[src/rtl/stage_renderer.sv]
// stage_renderer: walks the 11x11 playfield (16x16 px tiles) and emits one
// VGA-adapter plot per pixel. For each tile it first scans the six bomb
// slots at the tile origin, then sweeps the 256 pixels with a one-cycle
// query->plot pipeline, then drains the last plot before moving on.
//
// state  | meaning
// IDLE   | waiting for start
// BSCAN  | 7 cycles: bomb slots 0..5 compared against the tile origin
// PIXEL  | 256 cycles: drive each pixel query, plot the previous one
// DRAIN  | plot pixel (15,15), advance to the next tile
// FINISH | one-cycle done pulse
module stage_renderer #(
  parameter logic [8:0] ORIGIN_X = 9'd72,
  parameter logic [7:0] ORIGIN_Y = 8'd32,
  parameter logic [8:0] C_FLOOR  = 9'o070,
  parameter logic [8:0] C_WALL   = 9'o444,
  parameter logic [8:0] C_SOFT   = 9'o631,
  parameter logic [8:0] C_POWER  = 9'o077,
  parameter logic [8:0] C_BOMB   = 9'o000,
  parameter logic [8:0] C_EXPL   = 9'o740
) (
  input  logic        clk,
  input  logic        reset,
  input  logic        start,
  output logic [8:0]  qX,
  output logic [7:0]  qY,
  output logic [2:0]  bomb_id,
  input  logic [3:0]  map_tile_id,
  input  logic        has_explosion,
  input  logic [17:0] bomb_info,
  output logic [8:0]  vga_x,
  output logic [7:0]  vga_y,
  output logic [8:0]  vga_colour,
  output logic        vga_plot,
  output logic        busy,
  output logic        done
);

  typedef enum logic [2:0] {
    S_IDLE,
    S_BSCAN,
    S_PIXEL,
    S_DRAIN,
    S_FINISH
  } state_t;

  localparam logic [3:0] LAST_TILE = 4'd10;
  localparam logic [2:0] LAST_SCAN = 3'd6;

  state_t     r_state;
  state_t     w_state_nxt;
  logic [3:0] r_tx, r_ty, r_px, r_py;
  logic [3:0] w_tx_nxt, w_ty_nxt, w_px_nxt, w_py_nxt;
  logic [2:0] r_scan, w_scan_nxt;
  logic       r_tile_bomb;
  logic [8:0] w_qx_sum, w_qy_sum;
  logic [8:0] w_colour;
  logic       w_bomb_hit;
  logic       w_in_bomb_area;

  // Next-state and counter advance for the tile/pixel walk.
  always_comb begin
    w_state_nxt = r_state;
    w_tx_nxt    = r_tx;
    w_ty_nxt    = r_ty;
    w_px_nxt    = r_px;
    w_py_nxt    = r_py;
    w_scan_nxt  = r_scan;
    case (r_state)
      S_IDLE: begin
        if (start) begin
          w_state_nxt = S_BSCAN;
          w_tx_nxt    = 4'd0;
          w_ty_nxt    = 4'd0;
          w_px_nxt    = 4'd0;
          w_py_nxt    = 4'd0;
          w_scan_nxt  = 3'd0;
        end
      end
      S_BSCAN: begin
        if (r_scan == LAST_SCAN) begin
          w_state_nxt = S_PIXEL;
          w_px_nxt    = 4'd0;
          w_py_nxt    = 4'd0;
        end else begin
          w_scan_nxt = r_scan + 3'd1;
        end
      end
      S_PIXEL: begin
        w_px_nxt = r_px + 4'd1;
        if (r_px == 4'd15) begin
          w_py_nxt = r_py + 4'd1;
          if (r_py == 4'd15) begin
            w_state_nxt = S_DRAIN;
          end
        end
      end
      S_DRAIN: begin
        w_scan_nxt = 3'd0;
        w_px_nxt   = 4'd0;
        w_py_nxt   = 4'd0;
        if (r_tx == LAST_TILE) begin
          w_tx_nxt = 4'd0;
          if (r_ty == LAST_TILE) begin
            w_ty_nxt    = 4'd0;
            w_state_nxt = S_FINISH;
          end else begin
            w_ty_nxt    = r_ty + 4'd1;
            w_state_nxt = S_BSCAN;
          end
        end else begin
          w_tx_nxt    = r_tx + 4'd1;
          w_state_nxt = S_BSCAN;
        end
      end
      S_FINISH: begin
        w_state_nxt = S_IDLE;
      end
      default: begin
        w_state_nxt = S_IDLE;
      end
    endcase
  end

  // State and walk counters.
  always_ff @(posedge clk) begin
    if (reset) begin
      r_state <= S_IDLE;
      r_tx    <= 4'd0;
      r_ty    <= 4'd0;
      r_px    <= 4'd0;
      r_py    <= 4'd0;
      r_scan  <= 3'd0;
    end else begin
      r_state <= w_state_nxt;
      r_tx    <= w_tx_nxt;
      r_ty    <= w_ty_nxt;
      r_px    <= w_px_nxt;
      r_py    <= w_py_nxt;
      r_scan  <= w_scan_nxt;
    end
  end

  // Query position is derived from the next counters so qX/qY are registered.
  assign w_qx_sum = ORIGIN_X + {1'b0, w_tx_nxt, 4'b0000} + {5'b00000, w_px_nxt};
  assign w_qy_sum = {1'b0, ORIGIN_Y} + {1'b0, w_ty_nxt, 4'b0000} + {5'b00000, w_py_nxt};

  // Registered query position and bomb slot select.
  always_ff @(posedge clk) begin
    if (reset) begin
      qX      <= ORIGIN_X;
      qY      <= ORIGIN_Y;
      bomb_id <= 3'd0;
    end else begin
      qX      <= w_qx_sum;
      qY      <= w_qy_sum[7:0];
      bomb_id <= (w_state_nxt == S_BSCAN && w_scan_nxt < LAST_SCAN) ? w_scan_nxt : 3'd0;
    end
  end

  assign w_bomb_hit = bomb_info[0] && (bomb_info[9:1] == qX) && (bomb_info[17:10] == qY);

  // Accumulate the per-tile bomb flag while slots 0..5 are presented.
  always_ff @(posedge clk) begin
    if (reset) begin
      r_tile_bomb <= 1'b0;
    end else if (r_state == S_BSCAN) begin
      if (r_scan < LAST_SCAN && w_bomb_hit) begin
        r_tile_bomb <= 1'b1;
      end
    end else if (w_state_nxt == S_BSCAN) begin
      r_tile_bomb <= 1'b0;
    end
  end

  assign w_in_bomb_area = (r_px >= 4'd4) && (r_px <= 4'd11) &&
                          (r_py >= 4'd4) && (r_py <= 4'd11);

  // Colour pick: explosion over bomb body over tile colour.
  always_comb begin
    w_colour = C_POWER;
    case (map_tile_id)
      4'd0:    w_colour = C_FLOOR;
      4'd1:    w_colour = C_WALL;
      4'd2:    w_colour = C_SOFT;
      default: w_colour = C_POWER;
    endcase
    if (r_tile_bomb && w_in_bomb_area) begin
      w_colour = C_BOMB;
    end
    if (has_explosion) begin
      w_colour = C_EXPL;
    end
  end

  // Plot outputs lag the query by one cycle; busy/done follow the next state.
  always_ff @(posedge clk) begin
    if (reset) begin
      vga_x      <= 9'd0;
      vga_y      <= 8'd0;
      vga_colour <= 9'd0;
      vga_plot   <= 1'b0;
      busy       <= 1'b0;
      done       <= 1'b0;
    end else begin
      vga_plot <= (r_state == S_PIXEL);
      if (r_state == S_PIXEL) begin
        vga_x      <= qX;
        vga_y      <= qY;
        vga_colour <= w_colour;
      end
      busy <= (w_state_nxt == S_BSCAN) || (w_state_nxt == S_PIXEL) ||
              (w_state_nxt == S_DRAIN);
      done <= (w_state_nxt == S_FINISH);
    end
  end

endmodule

[config.mk]
export PLATFORM = sky130hd
export DESIGN_NAME = stage_renderer
export DESIGN_NICKNAME = d
export VERILOG_FILES = /design/src/rtl/stage_renderer.sv
export SDC_FILE = /design/constraint.sdc
export NUM_CORES = 1
export LEC_CHECK = 0
export CAP_MARGIN = 20
export CORE_ASPECT_RATIO = 1.4
export CORE_UTILIZATION = 25
export DETAILED_ROUTE_END_ITERATION = 8
export SYNTH_ARGS = -nofsm -noshare
export SYNTH_HDL_FRONTEND = slang
export SYNTH_SLANG_ARGS = --single-unit
[constraint.sdc]
create_clock -name clk -period 1.8 [get_ports clk]
set_input_delay 0.36 -clock clk [delete_from_list [all_inputs] [get_ports clk]]
set_output_delay 0.36 -clock clk [all_outputs]
set_load 0.1 [all_outputs]
==> results.txt <==
The die covers 12500 µm². The number of antenna violations at the first check in global routing is 0. The largest buffer count on any clock path is 2. The routing usage on met2 is between 20% and 30%. The post-synth net total came out at 400. The post-route core utilization came out at between 40% and 50%.

The total half-perimeter wirelength after legalization and detailed placement came out at about 6600 µm. The layout overhead on the synthesized area came out at 71.7%. Headroom to the max-slew limit came out at 74.5%. After clock tree synthesis, the clock-pin slew on the worst setup and hold paths is ~0.05 ns. The placer congestion estimate came out at 0.893.

The floorplan has 47 rows. The final hold violation count is 0. By startpoint and endpoint, the worst setup path is classified as reg -> reg. The worst ir drop on vdd is 0.445 mV. After synthesis, the largest family of logic cells by area is simple AND/OR/NAND/NOR gates.

Leaving out fill and tap cells, the most frequent cell in the layout is sky130_fd_sc_hd__dfxtp_1. The final reports fail on negative setup slack. The async set or reset register ratio after synthesis is 0%. The number of DRC markers after the initial detailed-route iteration came out at 127.

Leaving out fill and tap cells, the most frequent cells in the layout are 53 x sky130_fd_sc_hd__dfxtp_1, 50 x sky130_fd_sc_hd__buf_12, 49 x sky130_fd_sc_hd__nand2_1. The mean instance size in the synthesized netlist is 8.28 µm². Measured along the y axis, the die boundary spans 132 µm. The met1 usage in global routing is 16.0%. For this run, the leading register cell type out of synthesis is sky130_fd_sc_hd__dfxtp_1.

Based on the critical path, the design can be clocked at up to ~550 MHz. The initial core utilization came out at 25.5%. Of the cells placed in the final design, the portion with a size suffix greater than 1 is around 34%. The largest net degree at the start of global routing came out at 29. The setup slack of the critical path after layout came out at -0.0142 ns. Global routing consumed, over all layers together, 14.8% of the routing resources.

The worst setup path is launched from a flop. The met3 track utilization from global routing is 3.30%. The slew at the pin with the worst max-slew slack came out at approximately 0.38 ns. The number of primary I/O pins is 75. The power density over cell area is slightly above 700 nW/µm². In this run the horizontal extent of the chip is 94.6 µm. Summed over all cells, the static leakage comes to 2.01 nW. The setup total negative slack is -0.0142 ns.

The number of nets in the layout came out at 507. The post-route clock period utilization came out at 101%. The number of detailed-routing iterations run before antenna repair is 4. The overall via count from detail_route came out at 2932. The number of H-tree branching levels is 3. The TritonCTS buffer count is 9.

The average wire length per cell after detail routing is 14.3 µm. The routed design could run at a clock period as short as approximately 1.8 ns. The number of buffers added on ports came out at 74. The number of inserted filler cells in the final layout came out at approximately 1100.

The total grt overflow came out at 0. Once detail routing completed, the nets flagged for antenna violations numbered 0. In the synthesized netlist, mux cells make up 0.666% of the area. The proportion of synthesized chip area in sequential cells is 42.0%. The synthesized design contains 63 register bits.

The netlist uses 50 different library cells. The final hold slack came out at between 0.4 and 0.5 ns. The area of the placeable core came out at roughly 12000 µm².

The worst endpoint required time is 2.02 ns. The run finished, with violations left. Using the TritonRoute via totals, the vias-per-cell ratio works out to between 4 and 5.

The cell count after synthesis is between 300 and 400. The complex-gate fraction of the synthesized area came out at 15.9%. Summing every instance area after synthesis gives 3000 µm². The first-pass GRT wire length is ~14000 µm. The capturing element type of the critical path is a flop. Of the total synthesized cell area, the portion taken by XOR and XNOR cells is 6.12%. For this run, the number of Yosys warnings is 0. The worst hold path belongs to the class in -> reg. Setup repair after global routing could not meet its margin everywhere. Of the total synthesized cell area, the portion taken by AND, OR, NAND and NOR gates is 24.2%. The worst setup skew after layout came out at around 0.0065 ns. TritonCTS built the clock tree. The later pin in the worst-skew pair is clocked with a latency of 0.33 ns.

The number of antenna diodes in the final layout is 0. Across the run, the number of max-cap violations was 0. The final-report max-slew violation count came out at 0. The root buffer cell chosen for the clock tree is sky130_fd_sc_hd__clkbuf_16. In this run, synthesis inferred 0 flip-flops with an integrated enable.

The largest fanout on the critical path is 3. The busiest layer in global routing is met2. The number of global-route vias before repair came out at 2941. The arrival time of the worst setup path came out at 2.03 ns. For this block, the routed nets add up to 8890 µm of wire. The remaining routing DRC violations came out at 0. The area share of fa/ha/maj cells after synthesis came out at 4.58%. The clock sink count is 63. The total setup violations reported at the end of the flow came out at 1.
layout make-up:
type                    instances  area (µm²)  share of cell area, %
clock buffers                  10         239                   4.63
clock inverters                 6         108                   2.09
inverters                      13        48.8                  0.946
multi-input cells             261        1690                   32.8
flip-flops and latches         63        1280                   24.7
well taps                     147         184                   3.57
repair buffers                122        1610                   31.2
per-stage QoR:
step	instance area (µm²)	worst slack, ns	total power (W)	cells
final	5160	-0.0142	0.00369	622
after floorplan	3020	-0.00529	0.00156	363
after detailed placement	4590	-0.519	0.00169	597
after CTS	4970	0.00148	0.00371	615
after global placement	4590	-0.495	0.00169	597
after global routing	5160	-0.0980	0.00380	622
Yosys cell counts (4+ instances only):
master | count | area share [%]
sky130_fd_sc_hd__dfxtp_1 | 63 | 42
sky130_fd_sc_hd__nand2_1 | 52 | 6.5
sky130_fd_sc_hd__a21oi_1 | 45 | 7.5
sky130_fd_sc_hd__nor2_1 | 31 | 3.9
sky130_fd_sc_hd__clkbuf_1 | 15 | 1.9
sky130_fd_sc_hd__xor2_1 | 14 | 4.1
sky130_fd_sc_hd__inv_1 | 13 | 1.6
sky130_fd_sc_hd__ha_1 | 11 | 4.6
sky130_fd_sc_hd__nor3_1 | 11 | 1.8
sky130_fd_sc_hd__nand3_1 | 10 | 1.7
sky130_fd_sc_hd__o21ai_0 | 10 | 1.7
sky130_fd_sc_hd__nor4_1 | 8 | 1.7
sky130_fd_sc_hd__xnor2_1 | 7 | 2.0
sky130_fd_sc_hd__a31oi_1 | 6 | 1.2
sky130_fd_sc_hd__buf_4 | 5 | 1.2
sky130_fd_sc_hd__nand3b_1 | 5 | 1.2
sky130_fd_sc_hd__and3b_1 | 4 | 1.2
sky130_fd_sc_hd__nand4_1 | 4 | 0.83
sky130_fd_sc_hd__nor2b_1 | 4 | 0.83
worst max-delay path, stage by stage, from the launching register on:
cell and delay, ns:
sky130_fd_sc_hd__dfxtp_2 0.34, sky130_fd_sc_hd__inv_2 0.05, sky130_fd_sc_hd__ha_4 0.15, sky130_fd_sc_hd__and3b_2 0.23, sky130_fd_sc_hd__buf_6 0.13, sky130_fd_sc_hd__a21oi_2 0.12
sky130_fd_sc_hd__o21ai_0 0.08, sky130_fd_sc_hd__o21ai_1 0.12, sky130_fd_sc_hd__ha_2 0.20, sky130_fd_sc_hd__a21boi_1 0.21, sky130_fd_sc_hd__nor3_2 0.07
kinds of logic after synthesis:
family,Yosys count
compound gates,79
xor+xnor,21
fa+ha+maj,11
buf+inv,39
flops,63
mux,2
simple gates,148
per-layer routing:
layer	wire length [µm]	share of wire, %
met1	3480	39
met5	0	0
met2	4890	55
met3	315	3.5
met4	207	2.3
where the power goes:
part / total, W / internal, W / leakage, nW / switching (W)
clock: 0.00201 / 0.00138 / 0.168 / 0.000629
sequential: 0.00141 / 0.00140 / 0.513 / 0.00000999
combinational: 0.000268 / 0.000135 / 1.33 / 0.000133
final timing paths:
path	start	end	slack, ns	cells past startpoint
worst max-delay path	r_tx[0]	qY[7]	-0.01	10
worst min register to register	r_tile_bomb	r_tile_bomb	0.49	2
worst max register to register	r_tx[0]	qY[7]	-0.01	10
worst min-delay path	reset	r_state[1]	0.40	3
what timing repair did:
action	in CTS	in global routing
endpoints found under the hold margin	0	0
buffers inserted	2	7
resized for setup	9	36
pin swaps	3	5
hold buffers	0	0
endpoints found under the setup margin	5	21
Power figures use the tool's default switching activity.
